[src/rtl/branch_stack_ctrl.sv]
// rtl/branch_stack_ctrl.sv - branch-stack checkpoint allocator/retirer for 2-way dispatch
//
// Purpose: hands out branch-stack entries (BS_PTR + B_MASK) to up to two
// dispatching branches per cycle, tracks each entry's dependence on older
// branches, and turns branch FU resolutions into clear/squash broadcasts.
// After a squash, dispatch is held for RECOV_CYCLES cycles while the front
// end redirects.
//
// Ports:
//   clk, reset          clock, synchronous active-high reset
//   disp_br_req[1:0]    per-slot branch dispatch request
//   disp_stall          hold dispatch, nothing allocated this cycle
//   disp_ptr0/1         entry granted to slot 0/1
//   disp_bmask0/1       older unresolved branch mask for slot 0/1
//   cur_bmask           registered mask of live branches
//   res_valid/wrong/ptr/recov_NPC  registered branch FU resolution
//   squash, squash_mask, recov_NPC  mispredict broadcast
//   clear_valid, clear_ptr          correct-prediction broadcast
//   free_count          registered number of free entries
module branch_stack_ctrl #(
  parameter int NUM_BS       = 4,
  parameter int PTR_W        = 2,
  parameter int RECOV_CYCLES = 2
) (
  input  logic              clk,
  input  logic              reset,
  input  logic [1:0]        disp_br_req,
  output logic              disp_stall,
  output logic [PTR_W-1:0]  disp_ptr0,
  output logic [PTR_W-1:0]  disp_ptr1,
  output logic [NUM_BS-1:0] disp_bmask0,
  output logic [NUM_BS-1:0] disp_bmask1,
  output logic [NUM_BS-1:0] cur_bmask,
  input  logic              res_valid,
  input  logic              res_wrong,
  input  logic [PTR_W-1:0]  res_ptr,
  input  logic [63:0]       res_recov_NPC,
  output logic              squash,
  output logic [NUM_BS-1:0] squash_mask,
  output logic [63:0]       recov_NPC,
  output logic              clear_valid,
  output logic [PTR_W-1:0]  clear_ptr,
  output logic [PTR_W:0]    free_count
);

  localparam int CNT_W = (RECOV_CYCLES > 1) ? $clog2(RECOV_CYCLES) : 1;

  typedef enum logic { NORMAL, RECOVER } state_t;

  state_t              state;
  logic [CNT_W-1:0]    recov_cnt;
  logic [NUM_BS-1:0]   live_q;              // doubles as cur_bmask
  logic [NUM_BS-1:0]   dep_q [NUM_BS];
  logic [PTR_W:0]      free_q;

  logic [NUM_BS-1:0]   res_oh;
  logic                res_live;
  logic [NUM_BS-1:0]   clr;
  logic [NUM_BS-1:0]   sq_mask;
  logic [PTR_W:0]      n_req;
  logic [PTR_W:0]      n_alloc;
  logic [PTR_W:0]      n_freed;
  logic [PTR_W-1:0]    low0, low1;
  logic                found0, found1;
  logic [PTR_W-1:0]    ptr0, ptr1;
  logic [NUM_BS-1:0]   p0_oh, p1_oh;
  logic [NUM_BS-1:0]   bm0, bm1;
  logic                stall;
  logic                alloc0, alloc1;
  logic [NUM_BS-1:0]   alloc_mask;

  always_comb begin
    res_oh          = '0;
    res_oh[res_ptr] = 1'b1;
    res_live        = live_q[res_ptr];

    // Resolutions of already-squashed entries are dropped here.
    squash      = res_valid & res_wrong & res_live;
    clear_valid = res_valid & ~res_wrong & res_live;
    clr         = clear_valid ? res_oh : '0;

    sq_mask = '0;
    if (squash) begin
      sq_mask = res_oh;
      for (int i = 0; i < NUM_BS; i++) begin
        if (live_q[i] && dep_q[i][res_ptr]) sq_mask[i] = 1'b1;
      end
    end

    // Freed-this-cycle entries stay marked live for the search, so they
    // only become allocatable next cycle.
    low0   = '0;
    low1   = '0;
    found0 = 1'b0;
    found1 = 1'b0;
    for (int i = 0; i < NUM_BS; i++) begin
      if (!live_q[i]) begin
        if (!found0) begin
          low0   = PTR_W'(i);
          found0 = 1'b1;
        end else if (!found1) begin
          low1   = PTR_W'(i);
          found1 = 1'b1;
        end
      end
    end

    ptr0 = low0;
    ptr1 = disp_br_req[0] ? low1 : low0;
    p0_oh        = '0;
    p0_oh[ptr0]  = 1'b1;
    p1_oh        = '0;
    p1_oh[ptr1]  = 1'b1;

    bm0 = live_q & ~clr;
    bm1 = bm0 | (disp_br_req[0] ? p0_oh : '0);

    n_req = {{PTR_W{1'b0}}, disp_br_req[0]} + {{PTR_W{1'b0}}, disp_br_req[1]};
    stall = (n_req > free_q) || (state == RECOVER) || squash;

    alloc0     = ~stall & disp_br_req[0];
    alloc1     = ~stall & disp_br_req[1];
    alloc_mask = (alloc0 ? p0_oh : '0) | (alloc1 ? p1_oh : '0);
    n_alloc    = stall ? '0 : n_req;

    n_freed = '0;
    for (int i = 0; i < NUM_BS; i++) begin
      n_freed = n_freed + {{PTR_W{1'b0}}, (clr[i] | sq_mask[i])};
    end
  end

  assign disp_stall  = stall;
  assign disp_ptr0   = ptr0;
  assign disp_ptr1   = ptr1;
  assign disp_bmask0 = bm0;
  assign disp_bmask1 = bm1;
  assign cur_bmask   = live_q;
  assign squash_mask = sq_mask;
  assign recov_NPC   = res_recov_NPC;
  assign clear_ptr   = res_ptr;
  assign free_count  = free_q;

  always_ff @(posedge clk) begin
    if (reset) begin
      state     <= NORMAL;
      recov_cnt <= '0;
      live_q    <= '0;
      free_q    <= (PTR_W+1)'(NUM_BS);
      for (int i = 0; i < NUM_BS; i++) dep_q[i] <= '0;
    end else begin
      live_q <= (live_q & ~clr & ~sq_mask) | alloc_mask;
      free_q <= free_q - n_alloc + n_freed;
      for (int i = 0; i < NUM_BS; i++) begin
        if (alloc0 && p0_oh[i])      dep_q[i] <= bm0;
        else if (alloc1 && p1_oh[i]) dep_q[i] <= bm1;
        else                         dep_q[i] <= dep_q[i] & ~clr & ~sq_mask;
      end

      // A squash always (re)arms the recovery window, even mid-recovery.
      if (squash) begin
        state     <= RECOVER;
        recov_cnt <= CNT_W'(RECOV_CYCLES - 1);
      end else if (state == RECOVER) begin
        if (recov_cnt == '0) state <= NORMAL;
        else                 recov_cnt <= recov_cnt - 1'b1;
      end
    end
  end

endmodule

[config.mk]
export PLATFORM = sky130hd
export DESIGN_NAME = branch_stack_ctrl
export DESIGN_NICKNAME = d
export VERILOG_FILES = /design/src/rtl/branch_stack_ctrl.sv
export SDC_FILE = /design/constraint.sdc
export NUM_CORES = 1
export LEC_CHECK = 0
export ABC_AREA = 1
export BUFFER_PORTS_ARGS = -buffer_cell sky130_fd_sc_hd__clkbuf_2
export CAP_MARGIN = 10
export CORE_ASPECT_RATIO = 1.25
export CORE_MARGIN = 5
export CORE_UTILIZATION = 46
export DETAILED_ROUTE_END_ITERATION = 8
export PLACE_DENSITY = 0.88
export SETUP_SLACK_MARGIN = 0.3
export SLEW_MARGIN = 5
export SYNTH_ARGS = -nofsm -noshare
export SYNTH_HDL_FRONTEND = slang
export SYNTH_SLANG_ARGS = --single-unit
[constraint.sdc]
create_clock -name clk -period 7.1 [get_ports clk]
set_input_delay 0.71 -clock clk [delete_from_list [all_inputs] [get_ports clk]]
set_output_delay 0.71 -clock clk [all_outputs]
set_load 0.02 [all_outputs]
==> impl_metrics.py <==
metrics = {
    "flow_run": {
        "cap_violations": 0,
    },
    "timing": {
        "hold_viol": 0,
        "fin_tns_setup_ns": 0,
        "finalSetupViolations": 0,
        "drv_slew": 0,
        "post-route-min-period_ns": 4.037,
        "min_period_over_period_pct": 56.86,
        "whs_ns": 0.4697,
        "max_freq_ghz": 0.2477,
        "rsz0062_at_grt": "no",
        "fin_skew_ns": 0.006327,
    },
    "power_and_ir_drop": {
        "vdd_ir_drop_max_uv": 208.7,
        "pwr-share-clk_pct": 13.5,
        "p_int_uw": 309.5,
        "switching_share_pct": 49.14,
        "seqPwrFrac_pct": 29.9,
        "leakagePower_uw": 0.001296,
        "p_sw_uw": 299.0,
        "combPwrFrac_pct": 56.6,
        "powerDensity_nw_per_um2": 274.1,
    },
    "layout": {
        "final_cell_area_um2": 2220,
        "drive_gt1_share_pct": 21.79,
        "multi_input_area_um2": 1165,
        "area_growth_pct": -7.218,
        "antenna_cells": 0,
        "seq_area_um2": 540.5,
        "postLayoutCoreUtil_pct": 43.69,
        "fillCellCount": 530,
        "fin_nets": 420,
    },
    "routing": {
        "viasPerCell": 4.952,
        "ant_nets": 0,
        "postRouteWirelength_um": 5678,
        "route.detailed.drc": 0,
        "vias": 1966,
        "drt_pass1_iterations": 4,
        "drt_iter0_markers": 150,
        "wl_per_cell_um": 14.30,
    },
    "synth": {
        "synth-edff-count": 12,
        "syn_avg_cell_area_um2": 6.777,
        "yosysMostFrequentCell": "nand2_1",
        "ys_seq_elements": 21,
        "synthArstFlopShare_pct": 0,
        "synth-main-ff-cell": "edfxtp_1",
        "yosysTopAreaCellShare_pct": 20.71,
        "synth-seq-area-share_pct": 22.59,
        "syn_inst": 353,
        "yosysWarnings": 0,
        "synth.distinct_cells": 34,
        "synth_area_leaders": "buf_4, nand2_1, edfxtp_1",
        "synth_area_um2": 2392,
        "yosysTopAreaCell": "buf_4",
        "synth_common_cells": "nand2_1, buf_4, inv_1",
    },
    "worst_setup_path": {
        "worstPathRequired_ns": 7.26,
        "crit_buf_inv": 3,
        "max_stage_delay_ns": 0.53,
        "crit_path_top_delay_cell": "fa_1",
        "path_cells": "clkbuf_2 > ha_1 > inv_1 > ha_1 > a21oi_1 > a21oi_2 > nand2_1 > nor2_1 > ha_1 > fa_1 > inv_1 > fa_1 > fa_1 > xor2_1 > a21oi_1 > o21ai_0",
        "cp.arrival_ns": 4.19,
        "cp-start-kind": "primary input",
        "crit_fanout": 6,
        "critical_path_class": "in2reg",
        "cp_top_family": "adder cells",
        "endpoint_kind": "flip-flop",
    },
    "die": {
        "core-area_um2": 5080,
        "std_cell_rows": 29,
        "fp.dieH_um": 90.63,
        "initial_core_util_pct": 47.09,
        "die_w_um": 74.50,
        "io_pins": 164,
        "die-area_um2": 6752,
    },
    "clock_tree": {
        "cts_made_buffers": 3,
        "htreeDepth": 1,
        "clock_latency_ns": 0.27,
        "holdBufCountCts": 0,
        "cts_resized": 0,
        "cts_sinks": 21,
        "cts_buffer_depth": 2,
        "cts.clk_slew.worst_paths_ns": 0.08,
        "cts_tree": "built",
        "cts_setup_buffers": 0,
        "clockRootBuffer": "clkbuf_8",
    },
    "hold_path": {
        "hold_path_class": "reg2reg",
    },
    "global_route": {
        "grt_use_total_pct": 17.13,
        "grt_pass1_vias": 1923,
        "antenna_found_initial": 0,
        "grt_pass1_wl_um": 9052,
        "grt_overflow": 0,
        "grt_max_degree": 17,
    },
    "placed_design": {
        "io_buffers": 35,
        "hpwl_um": 4753,
        "place_area_um2": 2175,
        "gp_congestion": 0.9173,
    },
    "status": {
        "run_status": "complete, no violations",
    },
}
worst paths after layout:
kind | to | startpoint | depth (start not counted) | slack, ns
setup reg to reg | free_count[2] | free_count[1] | 15 | 3.41
setup / recovery | free_count[2] | disp_br_req[0] | 16 | 3.06
hold / removal | state | recov_cnt | 2 | 0.47
hold reg to reg | state | recov_cnt | 2 | 0.47
per-stage QoR:
| step | total power (uW) | worst slack (ns) | std cells |
|---|---|---|---|
| floorplan | 489.2 | 2.969 | 364 |
| global placement | 517.5 | 2.917 | 393 |
| detailed placement | 529.2 | 2.729 | 393 |
| CTS | 609.3 | 3.008 | 397 |
| global route | 663.1 | 2.768 | 397 |
| finish | 608.5 | 3.063 | 397 |
per-layer routing:
layer / GRT usage [%] / share of wire (%) / wire, um / up-vias
met5: 0 / 0 / 0 / -
met4: 10.98 / 5.6 / 320 / 0
met3: 5.122 / 11 / 614 / 36
met2: 28.01 / 47 / 2673 / 96
met1: 18.56 / 36 / 2069 / 866
li1: - / - / - / 968
layout by cell type, fill, tap and decap left out, types with 3 or more instances in the layout:
cell type | Yosys | routed
clkbuf_8 | 0 | 3
inv_2 | 10 | 10
nand4_1 | 4 | 4
nand2_1 | 103 | 103
dfxtp_1 | 9 | 9
inv_1 | 45 | 45
clkbuf_2 | 0 | 35
nand3_1 | 18 | 18
ha_1 | 9 | 9
fa_1 | 3 | 3
nand2_4 | 3 | 3
nor2_1 | 25 | 25
edfxtp_1 | 12 | 12
nand2_2 | 6 | 6
conb_1 | 1 | 12
a21oi_2 | 4 | 4
o21ai_0 | 5 | 5
a21oi_1 | 8 | 8
state kept, by name, summed over array words and instances (netlist names):
name,flops
state,1
dep_q,12
cur_bmask,4
free_count,3
recov_cnt,1
power groups by stage:
stage / Combinational, uW / Sequential (uW) / Clock [uW]
6_report: 344 / 182 / 82.4
4_1_cts: 347 / 182 / 80.7
2_1_floorplan: 296 / 193 / 0
3_5_place_dp: 345 / 185 / 0
3_3_place_gp: 333 / 185 / 0
5_1_grt: 389 / 185 / 89.0
cell type report:
| cell class | count | share of cell area, % |
|---|---|---|
| Multi-Input combinational cell | 218 | 52.48 |
| Sequential cell | 21 | 24.35 |
| Clock buffer | 4 | 2.029 |
| Tap cell | 62 | 3.495 |
| Timing Repair Buffer | 35 | 7.892 |
| Inverter | 57 | 9.752 |
kinds of logic after synthesis:
logic type | after synthesis | share of synthesized area, %
buffers and inverters | 125 | 30.44
flip-flops | 21 | 22.59
other | 1 | 0.1568
AO/OA/AOI/OAI | 22 | 6.067
adder cells (fa/ha/maj) | 12 | 7.218
XOR/XNOR | 2 | 0.7324
AND/OR/NAND/NOR | 170 | 32.79
tightest hold or removal path, cell delays in order (launching register included):
cell	delay [ns]
dfxtp_1	0.32
nand2_1	0.06
a21oi_1	0.05
(Power assumes the default switching activity.)
